==> src/rtl/unsigned_mul_approx_pipe.sv <==
// -----------------------------------------------------------------------------
// unsigned_mul_approx_pipe
//
// Three-stage pipelined unsigned W x W multiplier with optional approximation
// of the low APPROX_COLS product columns.
//   S1: registered operands and mode
//   S2: registered compressed partial-product pair sums
//   S3: registered final product (p / p_mode / out_valid)
//
// Modes (per transaction, sampled at acceptance):
//   0 / 3 : exact product
//   1     : within each row pair, the low columns are OR-combined
//           (carries out of the low columns are dropped)
//   2     : low columns of every partial-product row are truncated to zero
//
// Ports:
//   clk        sole clock, rising edge
//   rst_n      asynchronous active-low reset
//   in_valid   operand transfer request
//   in_ready   block accepts operands this cycle
//   x, y       W-bit unsigned operands
//   mode       2-bit approximation mode
//   out_valid  result available
//   out_ready  downstream accepts result
//   p          2W-bit product
//   p_mode     mode the product was computed with
//
// Flow control: one global stall. When the output holds an unaccepted result,
// every stage freezes and in_ready drops.
// -----------------------------------------------------------------------------
module unsigned_mul_approx_pipe #(
  parameter int W           = 8,
  parameter int APPROX_COLS = 4
) (
  input  logic             clk,
  input  logic             rst_n,
  input  logic             in_valid,
  output logic             in_ready,
  input  logic [W-1:0]     x,
  input  logic [W-1:0]     y,
  input  logic [1:0]       mode,
  output logic             out_valid,
  input  logic             out_ready,
  output logic [2*W-1:0]   p,
  output logic [1:0]       p_mode
);

  localparam int PW = 2 * W;   // product width
  localparam int NP = W / 2;   // number of row pairs

  typedef enum logic [1:0] {
    MODE_EXACT = 2'd0,
    MODE_OR    = 2'd1,
    MODE_TRUNC = 2'd2,
    MODE_RSVD  = 2'd3
  } mode_e;

  // Mask of the approximated low columns. Built bit by bit so that
  // APPROX_COLS == 2W never needs a 2^(2W) intermediate.
  function automatic logic [PW-1:0] low_mask();
    logic [PW-1:0] m;
    m = '0;
    for (int j = 0; j < PW; j++) begin
      if (j < APPROX_COLS) m[j] = 1'b1;
    end
    return m;
  endfunction

  localparam logic [PW-1:0] M = low_mask();

  // ---------------------------------------------------------------------------
  // Flow control
  // ---------------------------------------------------------------------------
  logic advance;

  assign advance  = ~(out_valid & ~out_ready);
  assign in_ready = advance;

  // ---------------------------------------------------------------------------
  // Stage registers
  // ---------------------------------------------------------------------------
  logic           s1_valid;
  logic [W-1:0]   s1_x;
  logic [W-1:0]   s1_y;
  mode_e          s1_mode;

  logic           s2_valid;
  logic [PW-1:0]  s2_pair [NP];
  mode_e          s2_mode;

  // ---------------------------------------------------------------------------
  // S1 -> S2: partial-product rows and pair compression
  // ---------------------------------------------------------------------------
  logic [PW-1:0] row    [W];
  logic [PW-1:0] pair_d [NP];

  always_comb begin
    for (int i = 0; i < W; i++) begin
      row[i] = s1_x[i] ? (PW'(s1_y) << i) : '0;
      // Truncation clears the low columns before any addition happens.
      if (s1_mode == MODE_TRUNC) row[i] = row[i] & ~M;
    end
  end

  always_comb begin
    for (int k = 0; k < NP; k++) begin
      pair_d[k] = '0;
      case (s1_mode)
        // Low columns: OR instead of add, so no carry leaves the low field.
        MODE_OR: pair_d[k] = ((row[2*k] | row[2*k+1]) & M)
                           + ((row[2*k] & ~M) + (row[2*k+1] & ~M));
        // Exact, reserved, and truncate (rows already masked) add exactly.
        default: pair_d[k] = row[2*k] + row[2*k+1];
      endcase
    end
  end

  // ---------------------------------------------------------------------------
  // S2 -> S3: final sum of pair results, modulo 2^(2W)
  // ---------------------------------------------------------------------------
  logic [PW-1:0] sum_d;

  always_comb begin
    sum_d = '0;
    for (int k = 0; k < NP; k++) begin
      sum_d = sum_d + s2_pair[k];
    end
  end

  // ---------------------------------------------------------------------------
  // Control and output registers (reset)
  // ---------------------------------------------------------------------------
  // NOTE: sequential state uses non-blocking assignments so every register
  // samples the pre-edge value of its source, independent of block ordering.
  always_ff @(posedge clk or negedge rst_n) begin
    if (!rst_n) begin
      s1_valid  <= 1'b0;
      s2_valid  <= 1'b0;
      out_valid <= 1'b0;
      p         <= '0;
      p_mode    <= 2'd0;
    end else if (advance) begin
      s1_valid  <= in_valid;
      s2_valid  <= s1_valid;
      out_valid <= s2_valid;
      if (s2_valid) begin
        p      <= sum_d;
        p_mode <= s2_mode;
      end
    end
  end

  // ---------------------------------------------------------------------------
  // Datapath registers (no reset)
  // ---------------------------------------------------------------------------
  // NOTE: pipeline data registers are left unreset on purpose; their contents
  // are only ever observed behind a valid bit that reset does clear.
  always_ff @(posedge clk) begin
    if (advance && in_valid) begin
      s1_x    <= x;
      s1_y    <= y;
      s1_mode <= mode_e'(mode);
    end
    if (advance && s1_valid) begin
      for (int k = 0; k < NP; k++) begin
        s2_pair[k] <= pair_d[k];
      end
      s2_mode <= s1_mode;
    end
  end

endmodule

==> config.mk <==
export PLATFORM = sky130hd
export DESIGN_NAME = unsigned_mul_approx_pipe
export DESIGN_NICKNAME = d
export VERILOG_FILES = /design/src/rtl/unsigned_mul_approx_pipe.sv
export SDC_FILE = /design/constraint.sdc
export NUM_CORES = 1
export LEC_CHECK = 0
export BUFFER_PORTS_ARGS = -buffer_cell sky130_fd_sc_hd__buf_4
export CAP_MARGIN = 20
export CORE_MARGIN = 3
export CORE_UTILIZATION = 45
export CTS_BUF_LIST = sky130_fd_sc_hd__clkbuf_4 sky130_fd_sc_hd__clkbuf_8
export CTS_CLUSTER_DIAMETER = 50
export DETAILED_ROUTE_END_ITERATION = 7
export HOLD_SLACK_MARGIN = 0.02
export PLACE_DENSITY = 0.69
export SYNTH_ARGS = -nofsm -noshare
export SYNTH_HDL_FRONTEND = slang
export SYNTH_SLANG_ARGS = --single-unit
==> constraint.sdc <==
create_clock -name clk -period 3.5 [get_ports clk]
set_input_delay 0.525 -clock clk [delete_from_list [all_inputs] [get_ports clk]]
set_output_delay 0.525 -clock clk [all_outputs]
set_load 0.02 [all_outputs]
# Yosys cells after proc, flatten, opt, wreduce, memory -nomap -nowiden
# Memories as Yosys holds them, arrays and structs flattened.
# Index checks and enable logic that the tools add are counted.
[classes]
bitwise_logic = 7
n_eq_ne = 2
n_reduce_logical = 3
addsub = 15
muxes = 22
[op_table]
columns = ["cell", "n"]
rows = [
  ["16-bit two-way mux", 4],
  ["16-bit adder", 3],
  ["14-bit by 15-bit adder with 16-bit output", 2],
  ["4-bit two-way mux", 8],
  ["12-bit by 13-bit adder with 14-bit output", 2],
  ["10-bit by 11-bit adder with 12-bit output", 2],
  ["8-bit by 9-bit adder with 10-bit output", 2],
  ["4-bit by 16-bit adder with 16-bit output", 1],
  ["4-bit bitwise OR", 4],
  ["4-bit by 14-bit adder with 15-bit output", 1],
  ["15-bit two-way mux", 1],
  ["14-bit two-way mux", 1],
  ["4-bit by 12-bit adder with 13-bit output", 1],
  ["13-bit two-way mux", 1],
  ["12-bit two-way mux", 1],
  ["4-bit by 10-bit adder with 11-bit output", 1],
  ["11-bit two-way mux", 1],
  ["10-bit two-way mux", 1],
  ["9-bit two-way mux", 1],
  ["8-bit two-way mux", 1],
  ["2-bit by 1-bit == test with 1-bit output (second input constant)", 1],
  ["2-bit == test (second input constant)", 1],
  ["1-bit logical AND", 2],
  ["1-bit two-way mux", 2],
  ["3 further kinds", 4],
]
[word_totals]
input_bits = 22
ram_bits = 64
mem_count = 1
ff_bits = 41
[memory_table]
columns = ["name", "words", "word_bits", "read_ports", "rd_clocked_by_memory_dff", "write_ports", "line_no", "source"]
rows = [
  ["s2_pair", 4, 16, 4, 0, 4, "88", "logic [PW-1:0] s2_pair [NP];"],
]

# Logic depth before layout (Yosys ltp)
[depth]
depth_word = 6
ltp_mapped = 12

# Least setup slack after synthesis
# OpenSTA, ideal clock, no wires.
[synth_timing]
kind = "reg2reg"
start = "memory s2_pair[0][6] in the netlist's numbering"
end = "register p[13]"
stages_incl_launch_ff = 11
t_required_ns = 3.365
arrival_ns = 2.626
path_buffers = 0
setup_slack_ns = 0.739
cell_sequence = "edfxtp_1 > fa_1 > inv_1 > fa_1 > inv_1 > ha_1 > o211ai_1 > o211ai_2 > a41oi_1 > xor2_1 > o21ai_0"
[synth_lines]
columns = ["item", "line_no", "source"]
rows = [
  ["start, declared", "88", ""],
  ["end signal, assigned", "147", "p <= sum_d;"],
  ["end, declared", "44", "output logic [2*W-1:0] p,"],
]

==> key figures <==
Pwr
  • Cell internal pwr: 2.42 mW
  • Combinational power share: 0.483
  • NetSw: 1.57 mW
  • Worst IR Drop VDD: 0.000192 V
  • Sw frac: 0.393
  • Tot Pwr: 3.99 mW
  • Cell area power density: 668 nW/µm²
  • Sequential share of power: 0.359
  • Leak Pwr: 2.76 nW
  • Clock power share: 0.158

Place
  • Setup WS pre-CTS: 0.547 ns
  • Post-DP HPWL: 7200 µm
  • Inst Count DP: 663
  • Port buffer count: 41
  • Gpl congestion: 0.831
  • Cell Area, Placed: 5790 µm²

Synth
  • Mean Syn Cell Area: 11.0 µm²
  • Ys async rst share: 0.259
  • Unique masters post-synth: 46
  • FF+latch count, synth: 81
  • Mapped Area: 5340 µm²
  • Post-synth top flop: edfxtp_1
  • Count of warnings emitted by yosys: 0
  • Sequential share of the synthesized area: 0.436
  • Post-synth EDFFs: 60
  • Net Count, Synth: 583
  • Synth Instances: 487

Drt
  • DR WL/cell: 13.7 µm
  • Post-Route WL: 9320 µm
  • Number of DRC markers in iteration 0: 186
  • Detail Route Antenna Nets: 0
  • Residual DRC: 0
  • Number of vias per cell: 5.13
  • Drt pass-1 iters: 4
  • Routed vias: 3486

Final layout
  • # nets final: 628
  • Design area: 5980 µm²
  • Cell Count, Final, Fillers Out: 680
  • Antenna cell count: 0
  • Commonest cells after routing, fill and taps aside: 60 x inv_1, 60 x edfxtp_1, 56 x ha_1
  • Layout cells sized above 1: 0.153
  • Final Core Density: 0.519
  • Syn-to-layout area delta: 11.9%

Timing
  • Relative max-transition margin: 0.407
  • Worst Tran Pin Value: 0.889 ns
  • Total Neg Setup Slack: 0 ns
  • Fmax: 340 MHz
  • RSZ-0062 raised after global routing: no
  • Fin crit share: 0.840
  • Worst Slack Setup Final: 0.559 ns
  • Final setup violation count: 0
  • Count of final hold-check violations: 0
  • Min cycle time layout: 2.94 ns
  • Clock Skew: 0.0106 ns
  • Number of max-slew violations in the final report: 0
  • Hold_ws: 0.325 ns

Worst setup path
  • Startpoint Class: flop
  • CP required: 3.72 ns
  • Critical-path maximum fanout: 4
  • Crit path capture type: flop
  • CP Class: reg -> reg
  • Arrival time at the worst endpoint: 3.16 ns

Worst hold path
  • Worst hold path type: in -> reg

Die
  • Die H: 115 µm
  • Die span in x: 115 µm
  • Initial Util: 0.464
  • Core Area: 11500 µm²
  • Die ar.: 13200 µm²
  • IO Count: 42
  • Row Count: 39

Global route
  • Initial antenna violation count: 0
  • Largest net degree at the start of global routing: 43
  • First-pass GRT wire length: 16600 µm
  • GRT Resource Usage Total: 0.159
  • Vias in the first global route: 3552
  • GR Overflow Total: 0

CTS
  • CTS buffer count: 9
  • CTS Root Cell: clkbuf_8
  • Clock Pin Slew Worst Setup and Hold Paths: 0.09 ns
  • Worst-Skew Late Latency: 0.37 ns
  • Max clock buf depth: 2
  • Clk sinks: 81
  • Post-CTS setup repair buffer count: 0
  • CTS tree: built
  • H-tree Lvls: 3

Job
  • Max cap viols: 0

Outcome
  • Outcome: finished clean
power by group through the flow:
stage,Sequential (mW),Combinational [mW],Clock [mW]
after detailed placement,1.46,1.94,0
after global routing,1.47,2.22,0.696
final,1.44,1.93,0.629
after global placement,1.45,1.90,0
after CTS,1.44,1.96,0.654
after floorplan,1.56,1.35,0
synth_stat cells (11+ instances only):
master,instances,area share
xnor2_1,21,0.034
edfxtp_1,60,0.34
inv_1,60,0.042
ha_1,56,0.13
nand2_1,39,0.027
dfrtp_1,21,0.098
fa_1,18,0.067
a21o_1,11,0.015
a21oi_1,13,0.012
o21ai_0,25,0.023
and2_1,43,0.050
nand3_1,11,0.010
nor2_1,16,0.011
flip-flops by register name, summed over array words and instances (netlist names):
| name | count |
|---|---|
| s2_pair | 40 |
| p | 16 |
| s1_x | 8 |
| s1_y | 8 |
| p_mode | 2 |
| s1_mode | 2 |
| s2_mode | 2 |
| out_valid | 1 |
| s1_valid | 1 |
| s2_valid | 1 |
worst max-delay path, stage by stage, from the launching register on:
cell and delay, ns:
edfxtp_1 0.41, fa_1 0.55, inv_1 0.05, fa_1 0.49
inv_1 0.04, ha_1 0.34, o211ai_1 0.26, o211ai_2 0.16
a41oi_1 0.27, xor2_1 0.15, o21ai_0 0.08
cell type report:
cell class / count / area (µm²)
Clock buffer: 9 / 124
Clock inverter: 7 / 52.6
Fill cell: 1056 / 5540
Inverter: 60 / 225
Multi-Input combinational cell: 337 / 2750
Sequential cell: 81 / 2330
Tap cell: 143 / 179
Timing Repair Buffer: 43 / 325
layer usage:
metal,up-vias,track usage,wire (µm)
met5,-,0,0
li1,1769,-,-
met2,71,0.252,4280
met3,20,0.0226,369
met4,0,0.0775,268
met1,1626,0.216,4410
kinds of logic after synthesis:
group | synth area share
AOI/OAI and AO/OA | 0.115
and+or+nand+nor | 0.128
adders and majority gates | 0.199
xor gates and xnor gates | 0.0492
buffers and inverters | 0.0506
DFF | 0.436
muxes | 0.0227
worst paths after layout:
kind | startpoint | end | slack (ns) | cells past startpoint
min | y[1] | s1_y[1] | 0.33 | 1
min in group asynchronous | rst_n | p[0] | 0.57 | 2
min reg2reg | p[7] | p[7] | 0.48 | 2
max in group asynchronous | rst_n | p[15] | 2.73 | 2
max | s2_pair[0][6] | p[13] | 0.56 | 10
max reg2reg | s2_pair[0][6] | p[13] | 0.56 | 10
what timing repair did:
action,in CTS,in global routing
hold endpoints to repair,21,0
resized for setup,0,0
hold buffers,1,0
(Power assumes the default switching activity.)
